$ cat src/rtl/seq_ctrl_pkg.sv
// ============================================================================
// seq_ctrl_pkg : shared types and constants for the sequence-detector feeder
// Rev 1.0
// ============================================================================
`default_nettype none

package seq_ctrl_pkg;

    typedef enum logic [1:0] {
        IDLE  = 2'd0,
        CLEAR = 2'd1,
        SHIFT = 2'd2,
        DONE  = 2'd3
    } state_t;

    localparam int DEF_WORD_W = 16;
    localparam int DEF_CNT_W  = 5;

    // Pattern recognised by the downstream detector (overlapping).
    localparam logic [5:0] PATTERN = 6'b101011;

endpackage

`default_nettype wire

$ cat src/rtl/sat_counter.sv
// ============================================================================
// sat_counter : synchronous-clear up counter that saturates at all-ones
// Rev 1.0
// ============================================================================
`default_nettype none

module sat_counter #(
    parameter int W = 5
) (
    input  logic         clk,
    input  logic         reset,
    input  logic         clr,
    input  logic         inc,
    output logic [W-1:0] q
);

    always_ff @(posedge clk or negedge reset) begin
        if (!reset) begin
            q <= '0;
        end else if (clr) begin
            q <= '0;
        end else if (inc && (q != {W{1'b1}})) begin
            q <= q + 1'b1;
        end
    end

endmodule

`default_nettype wire

$ cat src/rtl/seq_feed_ctrl.sv
// ============================================================================
// seq_feed_ctrl : serialises a test word MSB-first into the 101011 detector
//                 and counts its match flags. Option macro: FIRST_POS_EN.
// Rev 1.0
// ============================================================================
`default_nettype none

module seq_feed_ctrl
    import seq_ctrl_pkg::*;
#(
    parameter int WORD_W = DEF_WORD_W,
    parameter int CNT_W  = DEF_CNT_W,
    parameter int IDX_W  = $clog2(WORD_W)
) (
    input  logic              clk,
    input  logic              reset,
    input  logic              start,
    input  logic [WORD_W-1:0] data_in,
    input  logic              det_flag,
    output logic              ser_out,
    output logic              det_clr_n,
    output logic              busy,
    output logic              done,
    output logic [CNT_W-1:0]  match_cnt,
    output logic [IDX_W-1:0]  bit_idx
`ifdef FIRST_POS_EN
    ,
    output logic              first_vld,
    output logic [IDX_W-1:0]  first_pos
`endif
);

    localparam logic [IDX_W-1:0] LAST_IDX = IDX_W'(WORD_W - 1);

    state_t            r_state;
    logic [WORD_W-1:0] r_shreg;
    logic              w_accept;
    logic              w_cnt_inc;

    assign w_accept  = (r_state == IDLE) && start;
    // Flags seen outside SHIFT belong to stale detector history and are dropped.
    assign w_cnt_inc = (r_state == SHIFT) && det_flag;

    sat_counter #(
        .W (CNT_W)
    ) u_match_cnt (
        .clk   (clk),
        .reset (reset),
        .clr   (w_accept),
        .inc   (w_cnt_inc),
        .q     (match_cnt)
    );

    always_ff @(posedge clk or negedge reset) begin
        if (!reset) begin
            r_state   <= IDLE;
            r_shreg   <= '0;
            ser_out   <= 1'b0;
            det_clr_n <= 1'b0;
            busy      <= 1'b0;
            done      <= 1'b0;
            bit_idx   <= '0;
`ifdef FIRST_POS_EN
            first_vld <= 1'b0;
            first_pos <= '0;
`endif
        end else begin
            case (r_state)
                IDLE: begin
                    det_clr_n <= 1'b1;
                    ser_out   <= 1'b0;
                    if (start) begin
                        r_shreg   <= data_in;
                        busy      <= 1'b1;
                        det_clr_n <= 1'b0;
                        r_state   <= CLEAR;
`ifdef FIRST_POS_EN
                        first_vld <= 1'b0;
                        first_pos <= '0;
`endif
                    end
                end

                CLEAR: begin
                    det_clr_n <= 1'b1;
                    ser_out   <= r_shreg[WORD_W-1];
                    r_shreg   <= {r_shreg[WORD_W-2:0], 1'b0};
                    bit_idx   <= '0;
                    r_state   <= SHIFT;
                end

                SHIFT: begin
`ifdef FIRST_POS_EN
                    // bit_idx still names the bit that completed the match.
                    if (det_flag && !first_vld) begin
                        first_vld <= 1'b1;
                        first_pos <= bit_idx;
                    end
`endif
                    if (bit_idx < LAST_IDX) begin
                        bit_idx <= bit_idx + 1'b1;
                        ser_out <= r_shreg[WORD_W-1];
                        r_shreg <= {r_shreg[WORD_W-2:0], 1'b0};
                    end else begin
                        ser_out <= 1'b0;
                        done    <= 1'b1;
                        r_state <= DONE;
                    end
                end

                DONE: begin
                    done    <= 1'b0;
                    busy    <= 1'b0;
                    r_state <= IDLE;
                end

                default: begin
                    ser_out   <= 1'b0;
                    det_clr_n <= 1'b1;
                    done      <= 1'b0;
                    busy      <= 1'b0;
                    r_state   <= IDLE;
                end
            endcase
        end
    end

endmodule

`default_nettype wire

$ cat config.mk
export PLATFORM = sky130hd
export DESIGN_NAME = seq_feed_ctrl
export DESIGN_NICKNAME = d
export VERILOG_FILES = /design/src/rtl/seq_ctrl_pkg.sv /design/src/rtl/sat_counter.sv /design/src/rtl/seq_feed_ctrl.sv
export SDC_FILE = /design/constraint.sdc
export NUM_CORES = 1
export LEC_CHECK = 0
export ABC_AREA = 1
export BUFFER_PORTS_ARGS = -buffer_cell sky130_fd_sc_hd__clkbuf_2
export CELL_PAD_IN_SITES_DETAIL_PLACEMENT = 0
export CELL_PAD_IN_SITES_GLOBAL_PLACEMENT = 2
export CORE_UTILIZATION = 29
export DETAILED_ROUTE_END_ITERATION = 8
export PLACE_DENSITY = 0.78
export SYNTH_ARGS = -nofsm -noshare
export SYNTH_HDL_FRONTEND = slang
export SYNTH_SLANG_ARGS = --single-unit
$ cat constraint.sdc
create_clock -name clk -period 1.5 [get_ports clk]
set_input_delay 0.3 -clock clk [delete_from_list [all_inputs] [get_ports clk]]
set_output_delay 0.3 -clock clk [all_outputs]
set_load 0.05 [all_outputs]
==> out/qor.txt <==
CTS buffer count = 5
clk_skew = 3.91 ps
Worst Max-Slew Pin Slew = 413 ps
drt wl/cell = 11.0 µm
pre-CTS setup slack = -24.0 ps
area of the multi-input gates = 863 µm²
All-Layer GR Usage = 0.129
CP endpoint kind = flop
Filler Cell Count = 599
Final Hold Vio Count = 0
Critical Path RT = 1660 ps
core footprint = 5610 µm²
area growth from synthesis to layout = 33.1%
Post-DRT Antenna Nets = 0
Residual DRC = 0
IO Pins = 33
Post-Route Utilization = 0.407
Synth cell types = 20
max_cap viols = 0
initial antenna violation count = 0
Cells after Synth = 191
RePlAce Congestion = 0.712
class of the worst hold path = primary input to async pin
worst-path fanout max = 13
total power = 5.74 mW
vias in the first global route = 1327
Die Y = 78.9 µm
Max-slew headroom = 0.725
worst skew pair latency = 280 ps
ratio of cells with drive above 1 in the final layout = 0.522
Buffers on Ports = 32
Mapped Area = 1710 µm²
largest net degree at the start of global routing = 32
Die ar. = 6220 µm²
first-pass GRT wire length = 6160 µm
Register Area = 783 µm²
Num Clock Sinks = 31
crit-path cells = inv_2 > ha_4 > buf_12 > or2_2 > o21ai_0 > o21ai_2
Setup violations, final = 0
CTS Root Cell = clkbuf_8
htree depth = 2
final wirelength = 3500 µm
crit-path leading delay family = flip-flops
cts hold-fix bufs = 0
critical path arrival = 1600 ps
syn avg cell area = 8.97 µm²
Clock Path Buffers = 2
grt total ovfl = 0
n_diodes = 0
via count = 1372
register area share after synthesis = 0.453
Pwr per Cell Area = 2510 nW/µm²
Clk pin slew, worst setup/hold paths = 70 ps
Peak VDD IR = 0.000960 V
Initial Utilization = 0.306
Syn Nets = 219
CTS tree = done
Setup crit start = r_state[0]
fin crit share = 0.958
Worst Setup Slack, final = 62.4 ps
Slew Limit Fails = 0
first-pass iteration count of the detailed router = 4
#FFs+latches synth = 31
crit path launch type = flop
Min Clock Period, post-route = 1440 ps
type of the worst setup path = flop to flop
die width = 78.9 µm
slowest stage cell, crit path = dfrtp_1
R2R Path Start = r_state[0]
routed vias/inst = 4.33
crit-path max cell delay = 390 ps
First DRT Iteration DRCs = 46
YS warnings = 0
num rows = 27
Leakage Power = 1.12 nW
status = completed
hpwl dp = 2490 µm
Nets = 272
fmax = 0.696 GHz
worst path buffer plus inverter count = 2
-- layout by cell type, fill, tap and decap left out, types with 3 or more instances in the layout --
master	instances
dfrtp_2	6
clkbuf_8	6
dfrtp_1	25
o21ai_1	6
inv_1	12
inv_2	4
buf_12	4
or2_2	15
buf_4	16
nor2_1	9
o21ai_0	14
o21ai_2	18
clkbuf_2	32
nand3_1	6
ha_1	5
a21oi_1	3
nand2_1	33
nand2_2	15
-- cell usage after synthesis --
library cell,number,area share
nand4_1,2,0.0073
nand2_2,14,0.051
clkbuf_2,2,0.0058
o21ai_2,16,0.082
or2_2,15,0.055
nand2_4,1,0.0066
a21oi_1,3,0.0088
ha_1,8,0.058
buf_4,1,0.0044
dfrtp_1,31,0.45
buf_12,2,0.023
buf_6,1,0.0066
nand4_2,1,0.0073
inv_1,17,0.037
o21ai_0,22,0.064
xor2_1,1,0.0051
nor2_1,11,0.024
nand2_1,34,0.074
nor3_1,2,0.0058
nand3_1,7,0.020
-- layout make-up --
type | count | share of cell area
tap | 72 | 0.0395
inverter | 17 | 0.0296
sequential | 31 | 0.343
clock inverter | 2 | 0.0154
multi-input combinational | 137 | 0.378
clock buffer | 6 | 0.0362
timing repair buffer | 52 | 0.158
-- state kept, by name (all words and copies together) (netlist names) --
name / count
r_state: 2
done: 1
bit_idx: 4
u_match_cnt.q: 5
det_clr_n: 1
ser_out: 1
busy: 1
r_shreg: 16
-- metrics by stage --
stage | area [µm²] | cells | TNS, ps | hold slack, ps
floorplan | 1760 | 191 | 0 | 4.41
global placement | 2110 | 305 | -5.73 | 354
detailed placement | 2110 | 305 | -233 | 355
CTS | 2260 | 316 | 0 | 47.7
global route | 2280 | 317 | -4.88 | 72.0
finish | 2280 | 317 | 0 | 39.5
-- worst paths after layout --
path | to | slack, ps | cells after the start
setup / recovery | r_shreg[8] | 60 | 6
hold / removal | bit_idx[2] | 40 | 2
setup reg to reg | r_shreg[8] | 60 | 6
hold reg to reg | r_shreg[15] | 480 | 2
max in group asynchronous | u_match_cnt.q[0] | 1140 | 2
min in group clk | r_shreg[0] | 250 | 3
-- cell families after synthesis --
family                   Yosys count  share of synthesized area
AO/OA/AOI/OAI                     41                      0.155
XOR/XNOR                           1                    0.00511
adder cells (fa/ha/maj)            8                     0.0584
buffers and inverters             23                     0.0774
flip-flops                        31                      0.453
AND/OR/NAND/NOR                   87                      0.252
-- where the power goes --
part | total, mW | leakage (nW) | switching, mW | internal [mW]
sequential | 1.49 | 0.377 | 0.267 | 1.22
clock | 0.858 | 0.0612 | 0.320 | 0.537
combinational | 3.39 | 0.677 | 1.84 | 1.55
total | 5.74 | 1.12 | 2.43 | 3.31
-- timing repair --
| item | 4_1_cts | 5_1_grt |
|---|---|---|
| pin swaps | 0 | 1 |
| gates resized for setup | 3 | 14 |
| endpoints found under the setup margin | 16 | 21 |
| setup buffers | 3 | 1 |
-- layer usage --
layer | track usage | part of all wire | routed length [µm] | vias to the layer above
met5 | 0 | 0 | 0 | -
met4 | 0.0491 | 0.010 | 36 | 0
met3 | 0.0345 | 0.041 | 142 | 4
met2 | 0.200 | 0.44 | 1530 | 30
met1 | 0.172 | 0.51 | 1790 | 614
li1 | - | - | - | 724
(Power assumes the default switching activity.)
